===== src/rtl/contador_pkg.sv =====
// Shared FSM state encoding and default sizes for the contador timebase.
package contador_pkg;

    typedef enum logic [1:0] {
        ST_IDLE = 2'd0,
        ST_RUN  = 2'd1,
        ST_DONE = 2'd2
    } state_t;

    localparam int DEF_WIDTH  = 28;
    localparam int DEF_UNIT_W = 4;

endpackage


===== src/rtl/contador_presc.sv =====
// Free-running prescaler: counts 0..period-1, flags the wrap edge and
// registers a one-cycle tick after it.
module contador_presc
    import contador_pkg::*;
#(
    parameter int WIDTH = DEF_WIDTH
) (
    input  logic             clk,
    input  logic             rst_n,
    input  logic             en,
    input  logic             hold,
    input  logic             clr,
    input  logic [WIDTH-1:0] period,
    output logic [WIDTH-1:0] q,
    output logic             wrap,
    output logic             tick
);

    logic [WIDTH:0] q_inc;

    assign q_inc = {1'b0, q} + {{WIDTH{1'b0}}, 1'b1};

    // q+1 >= period covers period 0/1 (wrap every edge) and a period lowered
    // below the current count (wrap at once instead of running to 2^WIDTH).
    assign wrap = en && !hold && (q_inc >= {1'b0, period});

    always_ff @(posedge clk) begin
        if (!rst_n) begin
            q    <= '0;
            tick <= 1'b0;
        end else begin
            tick <= wrap;
            if (clr || wrap)
                q <= '0;
            else if (en && !hold)
                q <= q_inc[WIDTH-1:0];
        end
    end

endmodule


===== src/rtl/contador_timebase.sv =====
// Morse timebase: prescaler plus IDLE/RUN/DONE duration FSM counting units.
// Define CONTADOR_PAUSE_EN to add the PAUSE input (freezes timing while in RUN).
module contador_timebase
    import contador_pkg::*;
#(
    parameter int WIDTH  = DEF_WIDTH,
    parameter int UNIT_W = DEF_UNIT_W
) (
    input  logic              CLK,
    input  logic              RST_N,
    input  logic              EN,
    input  logic [WIDTH-1:0]  PERIOD,
    input  logic              START,
    input  logic [UNIT_W-1:0] UNITS,
`ifdef CONTADOR_PAUSE_EN
    input  logic              PAUSE,
`endif
    output logic [WIDTH-1:0]  Q,
    output logic              TICK,
    output logic              BUSY,
    output logic              DONE
);

    localparam logic [UNIT_W-1:0] UNIT_ONE = {{(UNIT_W-1){1'b0}}, 1'b1};

    state_t            state, state_nxt;
    logic [UNIT_W-1:0] units_left, units_nxt;
    logic              wrap, hold, clr;

`ifdef CONTADOR_PAUSE_EN
    assign hold = PAUSE && (state == ST_RUN);
`else
    assign hold = 1'b0;
`endif

    // Q restarts from 0 so the first unit of a duration is a full period.
    assign clr = START && (state == ST_IDLE) && (UNITS != '0);

    contador_presc #(.WIDTH(WIDTH)) u_presc (
        .clk    (CLK),
        .rst_n  (RST_N),
        .en     (EN),
        .hold   (hold),
        .clr    (clr),
        .period (PERIOD),
        .q      (Q),
        .wrap   (wrap),
        .tick   (TICK)
    );

    always_ff @(posedge CLK) begin
        if (!RST_N) begin
            state      <= ST_IDLE;
            units_left <= '0;
        end else begin
            state      <= state_nxt;
            units_left <= units_nxt;
        end
    end

    always_comb begin
        state_nxt = state;
        units_nxt = units_left;
        case (state)
            ST_IDLE: begin
                if (START) begin
                    if (UNITS == '0) begin
                        state_nxt = ST_DONE;
                    end else begin
                        state_nxt = ST_RUN;
                        units_nxt = UNITS;
                    end
                end
            end
            ST_RUN: begin
                if (wrap) begin
                    units_nxt = units_left - UNIT_ONE;
                    if (units_left == UNIT_ONE)
                        state_nxt = ST_DONE;
                end
            end
            ST_DONE: state_nxt = ST_IDLE;
            default: state_nxt = ST_IDLE;
        endcase
    end

    assign BUSY = (state == ST_RUN);
    assign DONE = (state == ST_DONE);

endmodule


===== config.mk =====
export PLATFORM = sky130hd
export DESIGN_NAME = contador_timebase
export DESIGN_NICKNAME = d
export VERILOG_FILES = /design/src/rtl/contador_pkg.sv /design/src/rtl/contador_presc.sv /design/src/rtl/contador_timebase.sv
export SDC_FILE = /design/constraint.sdc
export NUM_CORES = 1
export LEC_CHECK = 0
export BUFFER_PORTS_ARGS = -buffer_cell sky130_fd_sc_hd__buf_2
export CORE_MARGIN = 2
export CORE_UTILIZATION = 50
export CTS_BUF_LIST = sky130_fd_sc_hd__clkbuf_4 sky130_fd_sc_hd__clkbuf_8 sky130_fd_sc_hd__clkbuf_16
export DETAILED_ROUTE_END_ITERATION = 12
export PLACE_DENSITY = 0.74
export SLEW_MARGIN = 15
export SYNTH_ARGS = -nofsm -noshare
export SYNTH_HDL_FRONTEND = slang
export SYNTH_SLANG_ARGS = --single-unit
export TNS_END_PERCENT = 100

===== constraint.sdc =====
create_clock -name CLK -period 9.7 [get_ports CLK]
set_input_delay 0.97 -clock CLK [delete_from_list [all_inputs] [get_ports CLK]]
set_output_delay 0.97 -clock CLK [all_outputs]
set_load 0.05 [all_outputs]

; ---- After elaboration in Yosys (flattened, before gate mapping)
; Cells that the tools add are included.
[op_classes]
add_sub_neg = 2
magnitude_cmp = 1
eq_ne = 7
n_mux = 9
bitwise = 1
reduce_logical = 11
[ops]
columns = cell, count
row1 = 28-bit by 1-bit adder with 29-bit output (second input constant), 1
row2 = 29-bit by 28-bit >= comparator with 1-bit output, 1
row3 = 4-bit two-way mux, 3
row4 = 2-bit two-way mux, 4
row5 = 4-bit one-hot mux with 2 select lines, 1
row6 = 4-bit by 1-bit equality test with 1-bit output (second input constant), 1
row7 = 4-bit logical NOT, 1
row8 = 2-bit by 1-bit inequality test with 1-bit output (second input constant), 2
row9 = 2-bit inequality test (second input constant), 2
row10 = 2-bit one-hot mux with 2 select lines, 1
row11 = 4-bit AND reduction, 1
row12 = 4-bit nonzero test, 1
row13 = 4-bit by 1-bit subtractor with 4-bit output (second input constant), 1
row14 = 1-bit logical AND, 3
row15 = 3-bit AND reduction, 1
row16 = 2-bit by 1-bit equality test with 1-bit output (second input constant), 1
row17 = 2-bit equality test (second input constant), 1
row18 = 2-bit logical NOT, 1
row19 = 2-bit nonzero test, 1
row20 = 2-bit OR reduction, 1
row21 = 1-bit logical OR, 1
row22 = 1-bit NOT, 1
[totals]
ff_bits = 35
in_bits = 36
output_inout_bits = 31
word_cells = 35

; ---- Longest topological paths before layout
; Gate-level depths: netlist (run 1).
[logic_depth]
word_depth = 5
mapped_depth = 17
depth_no_buf = 15

; ---- Modules after synthesis
; Synthesis (run 1) repeated with hierarchy kept, for this count alone.
[hier_totals]
cells_unflattened = 386
hier_area_um2 = 2962.8
[by_module_without_submodules]
columns = mod, n_inst, cells_each, area_each_um2, seq_area_each_um2
row1 = contador_presc, 1, 338, 2548.7, 580.6
row2 = contador_timebase, 1, 48, 414.1, 120.1

; ---- Worst setup path before layout (run 1)
; Ideal clock, no wire load.
[synth_timing]
path_kind = register -> register
from = reg u_presc.q[0]
to = reg u_presc.q[20]
setup_ns = 0.074
arrival_time_ns = 4.606
t_required_ns = 9.626
path_slack_ns = 5.019
stages_incl_launch_ff = 15
path_buffers = 1
path_cell_list = dfxtp_1 > ha_1 > nand3_2 > or3_1 > nor4_1 > and3_1 > xor2_1 > ha_1 > and3_1 > a221o_1 > a41o_1 > or3_1 > buf_2 > or4b_1 > a31oi_1
[synth_between]
elab_chain_len = 5
[synth_rtl]
columns = element, line_no
row1 = "start, declared", contador_presc.sv:14  ; output logic [WIDTH-1:0] q,
row2 = "start signal, assigned", contador_presc.sv:36  ; q <= q_inc[WIDTH-1:0];
row3 = 28-bit by 1-bit adder with 29-bit output, contador_presc.sv:21  ; assign q_inc = {1'b0, q} + {{WIDTH{1'b0}}, 1'b1};
row4 = net u_presc.q_inc[26], contador_presc.sv:19  ; logic [WIDTH:0] q_inc;
row5 = 29-bit by 28-bit >= comparator with 1-bit output, contador_presc.sv:25  ; assign wrap = en && !hold && (q_inc >= {1'b0, period});
row6 = 1-bit logical AND, contador_presc.sv:25
row7 = 1-bit logical OR, contador_presc.sv:33  ; if (clr || wrap)
row8 = 2-bit OR reduction (no source line), n/a
; The timed path passes the listed nets, and every way through them passes these cells.
; A chain may end at the register's enable or synchronous reset.

; ---- Final worst setup path (run 1)
[layout_timing]
from = reg u_presc.q[0]
to = reg u_presc.q[11]
; The elaborated chain is that of the path after synthesis.

==> flow_metrics.env, run 1 <==
export IMPL_drc=0
export IMPL_crit_family="simple AND/OR/NAND/NOR gates"
export IMPL_avgSynthCellArea_sq_um=7.597
export IMPL_hp_class="reg2reg"
export IMPL_reg2regPathDepth=14
export IMPL_initialDrtViolationCount=189
export IMPL_worst_slack_ns=4.652
export IMPL_worstMarginPinSlew_ns=1.023
export IMPL_synth_net_count=469
export IMPL_numPortBuffers=66
export IMPL_grt_use_total_pct=23.48
export IMPL_dpl_cell_count=525
export IMPL_cp_cell_sequence="ha_1 > nand3_2 > or3_1 > nor4_1 > and3_1 > xor2_1 > ha_1 > and3_1 > a221o_1 > a41o_1 > nor3_2 > buf_4 > nand4b_1 > a31oi_1"
export IMPL_die_h_microns=82.16
export IMPL_die_w_microns=82.16
export IMPL_synth_xor_area_share_pct=7.743
export IMPL_cpMaxStageDelayCell="nor3_2"
export IMPL_ir_drop_uv=86.71
export IMPL_max_cap_violations=0
export IMPL_synth_cells=402
export IMPL_clock_sinks=35
export IMPL_grt_pass1_wl_microns=12560
export IMPL_grt_ovfl_total=0
export IMPL_dieArea_sq_um=6749
export IMPL_pin_count=67
export IMPL_area_delta_synth_final_pct=15.16
export IMPL_status="finished clean"
export IMPL_synth_async_sr_flop_share_pct=0
export IMPL_dr_pass1_iters=4
export IMPL_fp_coreArea_sq_um=5921
export IMPL_instances_no_fill=532
export IMPL_crit_path_max_incr_delay_ns=0.68
export IMPL_fmax_ghz=0.1981
export IMPL_whs_path_depth=2
export IMPL_finalCritPeriodShare_pct=52.04
export IMPL_powerDensity_nw_per_um2=91.70
export IMPL_vias=3086
export IMPL_setup_viol_count_final=0
export IMPL_rsz0062_at_grt="no"
export IMPL_cts_setup_buffers=0
export IMPL_grt_pass1_vias=2897
export IMPL_pre_cts_ws_ns=4.695
export IMPL_clkLatencyLatePin_ns=0.29
export IMPL_finalPower_w=0.0003225
export IMPL_syn_area_sq_um=3054
export IMPL_period_needed_ns=5.048
export IMPL_ctsResizeCount=0
export IMPL_worst_path_max_fanout=20
export IMPL_root_buffer="clkbuf_8"
export IMPL_synth_compound_area_share_pct=16.43
export IMPL_fin_tns_setup_ns=0
export IMPL_clkTransAtPathRegs_ns=0.08
export IMPL_muxShareOfSynthArea_pct=0.3277
export IMPL_cp_end_kind="flip-flop"
export IMPL_postRouteAntennaNets=0
export IMPL_antenna_cells=0
export IMPL_clk_path_buf_depth=2
export IMPL_ys_flop_type="dfxtp_1"
export IMPL_num_rows=28
export IMPL_synth_edf_count=0
export IMPL_synth_top_family_by_area="simple AND/OR/NAND/NOR gates"
export IMPL_detail_route_wl_per_cell_microns=14.30
export IMPL_grt_max_degree=62
export IMPL_synth_fa_ha_area_share_pct=12.70
export IMPL_worst_path_stages=14
export IMPL_vias_per_cell=5.801
export IMPL_worst_ep_arrival_time_ns=5.25
export IMPL_hold_viol=0
export IMPL_initial_core_util_pct=51.58
export IMPL_cts_buffers=5
export IMPL_final_nets=524
export IMPL_h_tree_depth=2
export IMPL_synth_cell_type_count=47
export IMPL_slew_headroom_pct=31.67
export IMPL_ys_warn_count=0
export IMPL_antenna_found_initial=0
export IMPL_cts_hold_fix_buffers=0
export IMPL_drv_slew=0
export IMPL_cp_data_required_time_ns=9.90
export IMPL_synth_simple_area_share_pct=32.81
export IMPL_seq_area_frac_synth_pct=22.94
export IMPL_place_hpwl_microns=5612
export IMPL_drt_wl_total_microns=7610
export IMPL_drive_above_1_share_pct=17.29
export IMPL_fin_worst_skew_ns=0.01172
export IMPL_leakage_nw=1.626
export IMPL_ys_ff_latch=35
export IMPL_gp_congestion=0.8466
export IMPL_critPathKind="reg2reg"
export IMPL_cp_start_kind="flip-flop"
export IMPL_cts_tree="built"
export IMPL_cp_buffers_inverters=1
[synth_stat cells (all sizes together), types with 2 or more instances]
master / count / share of area [%]
ha: 31 / 13
or4b: 2 / 0.66
nand3b: 2 / 0.49
nand2: 41 / 5.0
a21oi: 30 / 4.9
xnor2: 12 / 3.4
inv: 34 / 4.2
o32ai: 2 / 0.57
nand2b: 18 / 3.7
and2: 9 / 1.8
nor3: 5 / 0.82
nor3b: 4 / 0.98
nor2b: 10 / 2.0
nor4b: 4 / 1.1
nand3: 19 / 3.3
buf: 6 / 1.1
o41ai: 9 / 2.6
and4: 7 / 2.1
nor4: 6 / 1.2
nor2: 17 / 2.2
o21a: 3 / 0.74
dfxtp: 35 / 23
a31oi: 11 / 2.3
or3: 3 / 0.61
nand4b: 10 / 2.9
clkbuf: 14 / 1.7
a211oi: 3 / 0.74
and3: 8 / 1.6
a221oi: 3 / 0.86
nand4: 8 / 1.6
o21ai: 12 / 2.0
xor2: 15 / 4.3
[cell usage in the layout, fill, tap and decap left out, types with 12 or more instances in the layout]
cell / synthesis / final
a21oi_1: 30 / 30
buf_2: 4 / 66
dfxtp_1: 35 / 35
ha_1: 31 / 31
inv_1: 34 / 34
nand2_1: 41 / 41
nand2b_1: 18 / 18
nand3_1: 18 / 18
nor2_1: 16 / 16
xnor2_1: 12 / 12
xor2_1: 15 / 15
[path summary, 6_finish.rpt]
kind	start	end	slack, ns
hold reg to reg	units_left[3]	units_left[3]	0.50
setup reg to reg	u_presc.q[0]	u_presc.q[11]	4.65
setup / recovery	u_presc.q[0]	u_presc.q[11]	4.65
hold / removal	units_left[3]	units_left[3]	0.50
[stage by stage]
stage	hold slack (ns)	instance area, sq um	utilization (%)
6_report	0.4975	3517	59.40
5_1_grt	0.5130	3517	59.40
4_1_cts	0.4960	3517	59.40
3_5_place_dp	0.4836	3411	57.61
3_3_place_gp	0.4772	3411	57.61
2_1_floorplan	0.4431	3054	-
[area by class of cell]
type / instances / area (sq um)
sequential: 35 / 700.7
clock buffer: 6 / 76.32
timing repair buffer: 68 / 345.3
multi-input combinational: 313 / 2143
clock inverter: 1 / 30.03
inverter: 34 / 127.6
fill: 566 / 2404
tap: 75 / 93.84
[metal layers]
metal  vias up  share of wire [%]  wire length, microns  GRT usage, %
met1      1446                 46                  3518         29.36
met4         0                1.1                    87         7.333
met3         6                4.5                   339         4.783
met5         -                  0                     0             0
met2        75                 48                  3665         40.49
li1       1559                  -                     -             -
[worst register-to-register path, cell delays in order, from the launching register on]
cell and delay (ns):
dfxtp_1 0.43, ha_1 0.30, nand3_2 0.16, or3_1 0.48, nor4_1 0.63, and3_1 0.30, xor2_1 0.17, ha_1 0.26
and3_1 0.18, a221o_1 0.32, a41o_1 0.37, nor3_2 0.68, buf_4 0.36, nand4b_1 0.13, a31oi_1 0.18
[report_power, final]
| part | switching, W | internal (W) | leakage [nW] | total [W] |
|---|---|---|---|---|
| Sequential | 0.00000287 | 0.000146 | 0.283 | 0.000149 |
| Clock | 0.0000541 | 0.0000782 | 0.0547 | 0.000132 |
| Combinational | 0.0000237 | 0.0000177 | 1.29 | 0.0000415 |
| Total | 0.0000807 | 0.000242 | 1.63 | 0.000323 |
[state kept, by name (all words and copies together), names as in the netlist]
| register | flops |
|---|---|
| u_presc.q | 28 |
| units_left | 4 |
| u_presc.tick | 1 |
| state | 2 |
[cells by family (layout without fill, tap and decap cells)]
| family | count (synthesis) | after routing |
|---|---|---|
| flops | 35 | 35 |
| xor+xnor | 27 | 27 |
| fa+ha+maj | 31 | 31 |
| buf+inv | 54 | 109 |
| simple gates | 175 | 175 |
| mux | 1 | 1 |
| compound gates | 79 | 79 |
Note: power is estimated with default switching activity, not from simulation.
==> run 2: changes to the inputs <==
clock period = 5.1 ns   (was 9.7 ns; I/O delays follow)
==> flow_metrics.env, run 2 (same netlist as run 1, synthesis figures left out) <==
export IMPL_status="finished clean"
export IMPL_final_area_sq_um=3515
export IMPL_pin_count=67
export IMPL_crit_path_max_incr_delay_ns=0.82
export IMPL_antenna_found_initial=0
export IMPL_worst_slack_ns=0.3924
export IMPL_h_tree_depth=2
export IMPL_largest_reg_flops=28
export IMPL_vias=3083
export IMPL_drc=0
export IMPL_r2r_slack_ns=0.39
export IMPL_fillCellCount=573
export IMPL_finalPower_w=0.0005707
export IMPL_reg_top3="u_presc.q (28), units_left (4), state (2)"
export IMPL_grt_max_degree=62
export IMPL_clkTransAtPathRegs_ns=0.08
export IMPL_root_buffer="clkbuf_8"
export IMPL_grt_use_total_pct=23.91
export IMPL_worst_path_stages=14
export IMPL_top_register="u_presc.q"
export IMPL_ir_drop_uv=160.4
export IMPL_initialDrtViolationCount=124
export IMPL_initial_core_util_pct=51.58
export IMPL_grt_pass1_wl_microns=12680
export IMPL_worst_ep_arrival_time_ns=4.88
export IMPL_final_nets=526
export IMPL_worst_path_max_fanout=12
export IMPL_layout_common_cells="buf_2, nand2_1, dfxtp_1"
export IMPL_max_cap_violations=0
export IMPL_dr_pass1_iters=4
export IMPL_cp_data_required_time_ns=5.27
export IMPL_clk_path_buf_depth=2
export IMPL_grt_pass1_vias=2846
export IMPL_cts_tree="built"
export IMPL_place_hpwl_microns=5828
export IMPL_drv_slew=0
export IMPL_cp_end_kind="flip-flop"
export IMPL_fin_tns_setup_ns=0
export IMPL_pre_cts_ws_ns=0.4422
export IMPL_numPortBuffers=66
export IMPL_crit_family="simple AND/OR/NAND/NOR gates"
export IMPL_gp_congestion=0.8822
export IMPL_setup_viol_count_final=0
export IMPL_instances_no_fill=535
export IMPL_area_delta_synth_final_pct=15.08
export IMPL_cts_buffers=5
export IMPL_fp_coreArea_sq_um=5921
export IMPL_drt_wl_total_microns=7707
export IMPL_drive_above_1_share_pct=17.83
export IMPL_fin_worst_skew_ns=0.01015
export IMPL_worstMarginPinSlew_ns=0.9835
export IMPL_period_needed_ns=4.708
export IMPL_finalCritPeriodShare_pct=92.31
export IMPL_cp_buffers_inverters=1
export IMPL_hp_class="reg2reg"
export IMPL_final_common_cell="buf_2"
export IMPL_placed_area_sq_um=3426
export IMPL_worstHoldStart="state[1]"
export IMPL_ctsResizeCount=0
export IMPL_slew_headroom_pct=34.27
export IMPL_clock_sinks=35
export IMPL_reg2regPathDepth=14
export IMPL_vias_per_cell=5.763
export IMPL_r2r_end="units_left[3]"
export IMPL_die_w_microns=82.16
export IMPL_die_h_microns=82.16
export IMPL_cts_hold_fix_buffers=0
export IMPL_cp_start_kind="flip-flop"
export IMPL_antenna_cells=0
export IMPL_dpl_cell_count=527
export IMPL_cts_setup_buffers=0
export IMPL_cp_endpoint="units_left[3]"
export IMPL_detail_route_wl_per_cell_microns=14.41
export IMPL_hold_viol=0
export IMPL_num_rows=28
export IMPL_fmax_ghz=0.2124
export IMPL_powerDensity_nw_per_um2=162.4
export IMPL_dieArea_sq_um=6749
export IMPL_grt_ovfl_total=0
export IMPL_r2r_start="u_presc.q[0]"
export IMPL_cp_cell_sequence="ha_1 > nand3_2 > or3_1 > nor4_1 > buf_4 > and3_1 > xor2_1 > ha_1 > and3_1 > a221o_1 > a41o_1 > o311ai_0 > and2_1 > o32ai_1"
export IMPL_cpMaxStageDelayCell="o311ai_0"
export IMPL_crit_start="u_presc.q[0]"
export IMPL_leakage_nw=1.621
export IMPL_postRouteAntennaNets=0
export IMPL_clkLatencyLatePin_ns=0.29
export IMPL_rsz0062_at_grt="no"
export IMPL_critPathKind="reg2reg"
run 2: changes by cell type in the layout (fill, tap and decap cells not counted):
| cell | before | now |
|---|---|---|
| clkinvlp_4 | 0 | 2 |
| clkbuf_4 | 1 | 0 |
| clkinv_2 | 0 | 1 |
| bufinv_16 | 1 | 0 |
| buf_4 | 2 | 4 |
run 2: metrics by stage:
stage	hold WS, ns	utilization, %
4_1_cts	0.5022	59.36
5_1_grt	0.5100	59.36
6_report	0.5061	59.36
2_1_floorplan	0.4431	-
3_3_place_gp	0.4703	57.86
3_5_place_dp	0.4814	57.86
run 2: layout make-up:
type,count,area [sq um],share of cell area (%)
clock buffer,5,68.82,1.958
clock inverter,3,20.02,0.5696
inverter,34,127.6,3.631
multi-input combinational,313,2143,60.98
sequential,35,700.7,19.94
tap,75,93.84,2.670
timing repair buffer,70,360.3,10.25
run 2: power by group:
part | leakage, nW | total (W) | internal, W | switching [W]
clock network | 0.0402 | 0.000208 | 0.0000952 | 0.000113
logic | 1.30 | 0.0000795 | 0.0000338 | 0.0000456
registers | 0.283 | 0.000283 | 0.000277 | 0.00000555
total | 1.62 | 0.000571 | 0.000406 | 0.000164
run 2: per-layer routing:
| layer | GRT usage, % | vias up | routed length [microns] |
|---|---|---|---|
| met2 | 41.87 | 85 | 3763 |
| met1 | 30.27 | 1435 | 3428 |
| li1 | - | 1553 | - |
| met3 | 5.217 | 10 | 422 |
| met4 | 4.667 | 0 | 93 |
| met5 | 0 | - | 0 |
run 2: how the worst min path moves through the flow:
stage,slack (ns),end,cells after the start
CTS,0.50,u_presc.tick,2
global route,0.51,u_presc.tick,2
floorplan,0.44,state[0],1
global placement,0.47,units_left[3],2
detailed placement,0.48,state[0],1
finish,0.51,state[0],1
run 2: worst register-to-register path, cell delays in order, from the launching register on:
cell and delay, ns:
dfxtp_1 0.44, ha_1 0.31, nand3_2 0.16, or3_1 0.48, nor4_1 0.29, buf_4 0.18, and3_1 0.21, xor2_1 0.16
ha_1 0.26, and3_1 0.19, a221o_1 0.32, a41o_1 0.36, o311ai_0 0.82, and2_1 0.31, o32ai_1 0.12
